`config.mk`:
```
export PLATFORM = sky130hd
export DESIGN_NAME = viterbi_bm_unit
export DESIGN_NICKNAME = d
export VERILOG_FILES = /design/src/rtl/viterbi_bm_unit.sv
export SDC_FILE = /design/constraint.sdc
export NUM_CORES = 1
export LEC_CHECK = 0
export ABC_AREA = 1
export CAP_MARGIN = 10
export CORE_UTILIZATION = 25
export DETAILED_ROUTE_END_ITERATION = 6
export PLACE_DENSITY = 0.59
export SYNTH_ARGS = -nofsm -noshare
export SYNTH_HDL_FRONTEND = slang
export SYNTH_SLANG_ARGS = --single-unit
```
`constraint.sdc`:
```
create_clock -name clk -period 4.2 [get_ports clk]
set_clock_uncertainty 0.2 [all_clocks]
set_input_delay 0.84 -clock clk [delete_from_list [all_inputs] [get_ports clk]]
set_output_delay 0.84 -clock clk [all_outputs]
set_load 0.005 [all_outputs]
```
`src/rtl/viterbi_bm_unit.sv`:
```
// Branch-metric stage of a rate-1/2, K=3 Viterbi decoder: takes c0/c1 soft bits serially and
// strobes out four branch metrics. Optional macro BM_NORM_EN subtracts the per-symbol minimum.
module viterbi_bm_unit #(
    parameter int unsigned SW        = 3,
    parameter int unsigned MW        = 8,
    parameter int unsigned FRAME_LEN = 20
) (
    input  logic          clk,
    input  logic          rst,
    input  logic          frame_start,
    input  logic          din_valid,
    input  logic [SW-1:0] din,
    output logic          din_ready,
    output logic          st,
    output logic [MW-1:0] bm00,
    output logic [MW-1:0] bm01,
    output logic [MW-1:0] bm10,
    output logic [MW-1:0] bm11,
    output logic [7:0]    sym_cnt,
    output logic          frame_done,
    output logic          busy
);

    if (MW < SW + 1) begin : g_mw_check
        $error("viterbi_bm_unit: MW (%0d) must be >= SW+1 (%0d)", MW, SW + 1);
    end

    if (FRAME_LEN < 1 || FRAME_LEN > 255) begin : g_len_check
        $error("viterbi_bm_unit: FRAME_LEN (%0d) must be in 1..255", FRAME_LEN);
    end

    localparam logic [7:0] FrameLenCnt = 8'(FRAME_LEN);

    typedef enum logic [1:0] {
        StIdle,
        StC0,
        StC1,
        StSym
    } state_e;

    state_e        state_q, state_d;
    logic [SW-1:0] c0_q, c0_d;
    logic [7:0]    sym_cnt_q, sym_cnt_d, sym_cnt_inc;
    logic          load_bm;
    logic [MW-1:0] bm00_q, bm01_q, bm10_q, bm11_q;

    assign sym_cnt_inc = sym_cnt_q + 8'd1;

    always_comb begin
        state_d    = state_q;
        c0_d       = c0_q;
        sym_cnt_d  = sym_cnt_q;
        din_ready  = 1'b0;
        st         = 1'b0;
        frame_done = 1'b0;
        load_bm    = 1'b0;
        unique case (state_q)
            StIdle: begin
                if (frame_start) begin
                    state_d   = StC0;
                    sym_cnt_d = 8'd0;
                end
            end
            StC0: begin
                din_ready = 1'b1;
                if (din_valid) begin
                    c0_d    = din;
                    state_d = StC1;
                end
            end
            StC1: begin
                din_ready = 1'b1;
                if (din_valid) begin
                    load_bm = 1'b1;
                    state_d = StSym;
                end
            end
            StSym: begin
                st        = 1'b1;
                sym_cnt_d = sym_cnt_inc;
                if (sym_cnt_inc == FrameLenCnt) begin
                    frame_done = 1'b1;
                    state_d    = StIdle;
                end else begin
                    state_d = StC0;
                end
            end
            default: state_d = StIdle;
        endcase
    end

    // For an SW-bit value, (2^SW-1)-x is simply ~x.
    logic [SW-1:0] c0_inv, c1_inv;
    logic [SW:0]   raw00, raw01, raw10, raw11;
    logic [SW:0]   nrm00, nrm01, nrm10, nrm11;

    assign c0_inv = ~c0_q;
    assign c1_inv = ~din;

    assign raw00 = {1'b0, c0_q}   + {1'b0, din};
    assign raw01 = {1'b0, c0_q}   + {1'b0, c1_inv};
    assign raw10 = {1'b0, c0_inv} + {1'b0, din};
    assign raw11 = {1'b0, c0_inv} + {1'b0, c1_inv};

`ifdef BM_NORM_EN
    logic [SW:0] min_a, min_b, min_all;

    assign min_a   = (raw00 < raw01) ? raw00 : raw01;
    assign min_b   = (raw10 < raw11) ? raw10 : raw11;
    assign min_all = (min_a < min_b) ? min_a : min_b;

    assign nrm00 = raw00 - min_all;
    assign nrm01 = raw01 - min_all;
    assign nrm10 = raw10 - min_all;
    assign nrm11 = raw11 - min_all;
`else
    assign nrm00 = raw00;
    assign nrm01 = raw01;
    assign nrm10 = raw10;
    assign nrm11 = raw11;
`endif

    always_ff @(posedge clk or negedge rst) begin
        if (!rst) begin
            state_q   <= StIdle;
            c0_q      <= '0;
            sym_cnt_q <= 8'd0;
        end else begin
            state_q   <= state_d;
            c0_q      <= c0_d;
            sym_cnt_q <= sym_cnt_d;
        end
    end

    // Metrics persist across frames until the next c1 transfer overwrites them.
    always_ff @(posedge clk or negedge rst) begin
        if (!rst) begin
            bm00_q <= '0;
            bm01_q <= '0;
            bm10_q <= '0;
            bm11_q <= '0;
        end else if (load_bm) begin
            bm00_q <= MW'(nrm00);
            bm01_q <= MW'(nrm01);
            bm10_q <= MW'(nrm10);
            bm11_q <= MW'(nrm11);
        end
    end

    assign bm00    = bm00_q;
    assign bm01    = bm01_q;
    assign bm10    = bm10_q;
    assign bm11    = bm11_q;
    assign sym_cnt = sym_cnt_q;
    assign busy    = (state_q != StIdle);

endmodule

```
==> flow_metrics.tcl, run 1 <==
set metrics [dict create \
    synthTopCellsByArea "dfrtp_1 (37%), ha_1 (12%), nand2_1 (9.5%)" \
    vias_per_cell 3.93 \
    slowest_delay_ns 0.50 \
    drv_slew 0 \
    critPathTopFamily "buffers and inverters" \
    drv_cap 0 \
    tns_ns 0 \
    crit_fanout 6 \
    cts_setup_buffers 0 \
    switchingPower_w 0.000563 \
    hold_buffers 0 \
    numCtsBuffers 3 \
    ant_nets 0 \
    hp-class "flop to flop" \
    rows 30 \
    antenna_found_initial 0 \
    num_antenna_cells 0 \
    grt_max_degree 28 \
    synth_warnings 0 \
    core_area_um2 6910 \
    netlist_area_um2 1820 \
    synth_top_cell_area_share_pct 37.1 \
    drt_iter0_markers 136 \
    synth_simple_gate_area_share_pct 17.5 \
    cts_buffer_depth 2 \
    rr_startpoint "state_q[0]" \
    p_per_area_nw_per_um2 625 \
    critPathBufInv 1 \
    ff_latch_area_um2 676 \
    multi_input_area_um2 928 \
    finalNetCount 274 \
    path_clk_slew_ns 0.09 \
    synth_xor_area_share_pct 2.41 \
    grt_pass1_vias 1307 \
    routed_wl_um 3490 \
    clkPwrFrac_pct 10.5 \
    synth_top_family_by_area "simple AND/OR/NAND/NOR gates" \
    cts_tree "done" \
    area_growth_pct 22.7 \
    clkSinkCount 27 \
    comb_power_share_pct 55.0 \
    setup_violations 0 \
    fill_cells 743 \
    endpoint_kind "output port" \
    p_sw_share_pct 40.4 \
    dieArea_um2 7620 \
    max_freq_ghz 0.323 \
    holdWs_ns 0.289 \
    post_synth.cell_area_avg_um2 8.58 \
    crit_start "sym_cnt[1]" \
    crit_type "flop to output port" \
    synth_compound_area_share_pct 11.1 \
    dp_cells 336 \
    muxShareOfSynthArea_pct 0 \
    wl_per_cell_um 10.3 \
    cp.required_ns 3.16 \
    globalRouteTotalUtil_pct 10.1 \
    drc 0 \
    ys_types 28 \
    layout_setup_ws_ns 1.11 \
    hold_start "bm01[1]" \
    synth.yosys.seq_area_share_pct 37.1 \
    synth_fa_ha_area_share_pct 16.8 \
    dp_slack_ns 1.39 \
    p_leak_nw 1.05 \
    dp_hpwl_um 2730 \
    cts-root-buf "clkbuf_8" \
    min_period_over_period_pct 73.7 \
    fin_crit_ns 3.09 \
    synth_seq_cells 27 \
    hold_viol 0 \
    vias 1335 \
    initial_core_util_pct 26.3 \
    ios 51 \
    worstPathArrival_ns 2.05 \
    post_synth_inst_count 212 \
    clock_latency_ns 0.26 \
    sequentialPowerShare_pct 34.6 \
    slowest_stage "clkdlybuf4s50_1" \
    gp_congestion 0.823 \
    cts_resized 0 \
    die_y_um 87.3 \
    rsz0062_at_grt "no" \
    first_pass_iters 4 \
    grt_pass1_wl_um 6110 \
    cp-start-kind "flop" \
    final_util_pct 32.3 \
    stdcell_count 340 \
    grt-ovfl-total 0 \
    crit_chain "ha_1 -> nand3_2 -> o21ai_0 -> nand2_1 -> nor2_1 -> nand2_1 -> nor2_1 -> clkdlybuf4s50_1" \
    htreeDepth 1 \
    port_buffers 34 \
    internal_power_w 0.000831 \
    synth_top_cell_by_area "dfrtp_1" \
    status "finished, final reports clean" \
    vdd_ir_drop_max_mv 0.205 \
    die_w_um 87.3 \
    drive_gt1_share_pct 7.79 \
]
==> worst paths after layout <==
kind                              endpoint  slack, ns  cells after the start
min in group asynchronous          bm10[0]       0.74                      2
worst max-delay path            frame_done       1.11                      8
max in group asynchronous          bm01[2]       2.80                      2
worst min register to register     bm01[1]       0.29                      2
worst min-delay path               bm01[1]       0.29                      2
worst max register to register     bm01[3]       2.36                      8
==> layout make-up <==
class	instances	share of cell area (%)
flip-flops and latches	27	30.3
inverters	28	4.82
repair buffers	36	15.9
well taps	96	5.38
multi-input cells	149	41.6
clock buffers	4	2.02
==> cell usage after synthesis <==
library cell	instances
nand2_1	46
dfrtp_1	27
inv_1	26
buf_4	18
ha_1	18
nand3_1	13
o21ai_0	13
nor2_1	9
a21oi_1	5
o21ai_2	5
xor2_1	5
fa_1	4
o21ai_1	3
a31oi_1	2
buf_2	2
clkbuf_1	2
nand2_2	2
o22ai_2	2
a211oi_1	1
buf_6	1
conb_1	1
inv_2	1
inv_4	1
nand3_2	1
nor2_2	1
nor2_4	1
o21bai_1	1
or2_1	1
==> metal layers <==
metal	vias up	track usage (%)	part of all wire [%]
li1	696	-	-
met1	608	13.6	49
met2	29	16.2	46
met3	2	1.61	3.8
met4	0	3.58	1.1
met5	-	0	0
==> power groups by stage <==
stage                     logic [W]  clock network [W]  registers, W
after global placement     0.000773                  0      0.000485
final                      0.000767           0.000146      0.000482
after floorplan            0.000453                  0      0.000480
after global routing       0.000881           0.000163      0.000504
after CTS                  0.000779           0.000156      0.000485
after detailed placement   0.000775                  0      0.000491
==> flip-flops by register name, indices dropped and copies added, names as in the netlist <==
| signal | count |
|---|---|
| bm11 | 4 |
| bm00 | 3 |
| state_q | 2 |
| bm01 | 3 |
| c0_q | 3 |
| bm10 | 4 |
| sym_cnt | 8 |
==> worst register-to-register path, stage by stage (launching register included) <==
cell	delay [ns]
dfrtp_1	0.44
inv_1	0.12
ha_1	0.17
nand2_1	0.05
buf_4	0.19
inv_1	0.28
nand3_1	0.12
o21ai_0	0.10
inv_1	0.06
==> placed cells by master (no fill, tap or decap), types with 2 or more instances in the layout <==
cell type	count
o21ai_0	13
nand3_1	13
nand2_1	46
clkdlybuf4s50_1	34
a21oi_1	5
o21ai_2	5
o21ai_1	3
buf_4	2
a31oi_1	2
xor2_1	5
o22ai_2	2
nand2_2	2
clkbuf_8	3
dfrtp_1	27
nor2_1	9
inv_1	26
conb_1	16
ha_1	18
fa_1	4
==> cell families after synthesis <==
family / after synthesis
other: 1
xor gates and xnor gates: 5
DFF: 27
and+or+nand+nor: 74
buffers and inverters: 51
adders and majority gates: 22
AOI/OAI and AO/OA: 32
==> through the flow <==
step | area (um^2) | total power [W]
3_3_place_gp | 2190 | 0.00126
4_1_cts | 2230 | 0.00142
3_5_place_dp | 2190 | 0.00127
6_report | 2230 | 0.00139
2_1_floorplan | 1880 | 0.000933
5_1_grt | 2230 | 0.00155
Note: power is estimated with default switching activity, not from simulation.
==> run 2, diff against run 1 <==
--- a/config.mk
+++ b/config.mk
@@ -9,7 +9,7 @@
 export CAP_MARGIN = 10
 export CORE_UTILIZATION = 25
 export DETAILED_ROUTE_END_ITERATION = 6
-export PLACE_DENSITY = 0.59
+export PLACE_DENSITY = 0.61
 export SYNTH_ARGS = -nofsm -noshare
 export SYNTH_HDL_FRONTEND = slang
 export SYNTH_SLANG_ARGS = --single-unit
==> constraint.sdc (replaced) <==
create_clock -name clk -period 2.75 [get_ports clk]
set_clock_uncertainty 0.2 [all_clocks]
set_input_delay 0.55 -clock clk [delete_from_list [all_inputs] [get_ports clk]]
set_output_delay 0.55 -clock clk [all_outputs]
set_load 0.005 [all_outputs]
==> run 2 against run 1 <==
Setup slack worse by 0.87 ns. Routed wire length up 8.2%. Register-to-register slack worse by 1.4 ns. Sequential cell count unchanged. Core utilization up 0.82 points. First-iteration DRC count down 48%. Cell area up 2.5%. Clock-buffer cell count unchanged. Worst hold slack worse by 0.0045 ns. Combinational power up 62%. Critical path type unchanged.
==> flow_metrics.tcl, run 2 (synthesized netlist as in run 1, its figures left out) <==
set metrics [dict create \
    endpoint_kind "output port" \
    ant_nets 0 \
    rows 30 \
    largest_reg_flops 8 \
    port_buffers 34 \
    grt_pass1_wl_um 6440 \
    dp_slack_ns 0.212 \
    mostFrequentLayoutCell "nand2_1" \
    slowest_stage "dfrtp_1" \
    cp-start-kind "flop" \
    vias_per_cell 3.98 \
    finalNetCount 280 \
    whs_endpoint "bm01[1]" \
    crit_fanout 4 \
    final_cell_mix "nand2_1 (46), clkdlybuf4s50_1 (33), dfrtp_1 (27), inv_1 (26), ha_1 (17)" \
    crit_type "flop to output port" \
    wl_per_cell_um 10.9 \
    worstPathArrival_ns 1.76 \
    status "finished, final reports clean" \
    path_clk_slew_ns 0.10 \
    critPathBufInv 3 \
    grt-ovfl-total 0 \
    rrSetupSlack_ns 0.91 \
    cts_tree "done" \
    die_y_um 87.3 \
    num_antenna_cells 0 \
    critPathTopFamily "simple AND/OR/NAND/NOR gates" \
    hold_start "bm01[1]" \
    first_pass_iters 4 \
    cts-root-buf "clkbuf_8" \
    drive_gt1_share_pct 10.4 \
    die_w_um 87.3 \
    drc 0 \
    dp_cells 338 \
    vias 1377 \
    core_area_um2 6910 \
    vdd_ir_drop_max_mv 0.327 \
    cts_buffer_depth 2 \
    globalRouteTotalUtil_pct 10.9 \
    numCtsBuffers 3 \
    initial_core_util_pct 26.3 \
    setup_violations 0 \
    p_per_area_nw_per_um2 966 \
    crit_chain "buf_4 -> inv_1 -> nor2_4 -> nand2_1 -> nand2_1 -> nand2_1 -> nor2_1 -> nand2_1 -> nor2_1 -> dlygate4sd2_1" \
    rsz0062_at_grt "no" \
    rr_startpoint "state_q[0]" \
    grt_pass1_vias 1391 \
    clkSinkCount 27 \
    layout_setup_ws_ns 0.240 \
    slowest_delay_ns 0.43 \
    drv_slew 0 \
    grt_max_degree 28 \
    min_path_cells 2 \
    drv_cap 0 \
    dp_hpwl_um 2920 \
    p_leak_nw 1.08 \
    grt_util_met2_pct 18.8 \
    cp_common_cell "nand2_1" \
    hold_viol 0 \
    grt_use_met1_pct 13.0 \
    busiest_layer "met2" \
    routed_wl_um 3770 \
    gp_congestion 0.802 \
    drt_iter0_markers 71 \
    hold_buffers 0 \
    clock_latency_ns 0.28 \
    reg2reg_depth 7 \
    htreeDepth 1 \
    max_freq_ghz 0.398 \
    min_period_over_period_pct 91.3 \
    met3_usage_pct 2.27 \
    stdcell_count 346 \
    area_growth_pct 25.8 \
    ios 51 \
    antenna_found_initial 0 \
    tns_ns 0 \
    dieArea_um2 7620 \
    cp.required_ns 2.00 \
    r2r_end "state_q[0]" \
    hp-class "flop to flop" \
    fin_crit_ns 2.51 \
]
-- run 2: cell count changes in the layout (fill, tap and decap cells not counted) --
cell,previous run,this run
buf_4,2,8
ha_4,0,1
ha_1,18,17
dlygate4sd2_1,0,1
clkdlybuf4s50_1,34,33
-- run 2: cell type report --
type,instances,area (um^2)
inverter,28,108
sequential,27,676
tap,96,120
multi-input combinational,149,941
clock buffer,4,45.0
timing repair buffer,42,399
fill,729,4620
-- run 2: worst max-delay path by stage --
stage | to | cells after the start | from | slack [ns]
final | frame_done | 10 | sym_cnt[0] | 0.24
after CTS | frame_done | 10 | sym_cnt[0] | 0.25
after detailed placement | frame_done | 8 | sym_cnt[0] | 0.21
after floorplan | frame_done | 7 | sym_cnt[0] | 0.79
after global routing | frame_done | 10 | sym_cnt[0] | 0.04
after global placement | frame_done | 8 | sym_cnt[0] | 0.26
-- run 2: worst register-to-register path: stages, from the launching register on --
cell and delay, ns:
dfrtp_1 0.43, inv_1 0.10, ha_1 0.25, inv_1 0.08
or2_1 0.25, o21ai_2 0.12, a211oi_1 0.20, a21oi_1 0.10
-- run 2: metal layers --
| metal | wire [um] | up-vias |
|---|---|---|
| met5 | 0 | - |
| met4 | 77 | 0 |
| met3 | 155 | 5 |
| met2 | 1870 | 30 |
| met1 | 1670 | 641 |
| li1 | - | 701 |
-- run 2: report_power, final --
group | leakage, nW | total, W | internal, W | switching (W)
Sequential | 0.340 | 0.000731 | 0.000575 | 0.000157
Clock | 0.0228 | 0.000235 | 0.000104 | 0.000131
Combinational | 0.717 | 0.00124 | 0.000635 | 0.000609
Total | 1.08 | 0.00221 | 0.00131 | 0.000896
-- run 2: what timing repair did --
| action | 4_1_cts | 5_1_grt |
|---|---|---|
| buffers inserted | 4 | 0 |
| setup endpoints to repair | 1 | 0 |
| gates resized for setup | 3 | 0 |
-- run 2: metrics by stage --
step	utilization (%)	hold WS [ns]	power, W	instance area, um^2
floorplan	-	0.0544	0.00142	1880
global placement	31.9	0.266	0.00193	2200
detailed placement	31.9	0.269	0.00196	2200
CTS	33.1	0.295	0.00225	2290
global route	33.1	0.305	0.00245	2290
finish	33.1	0.284	0.00221	2290
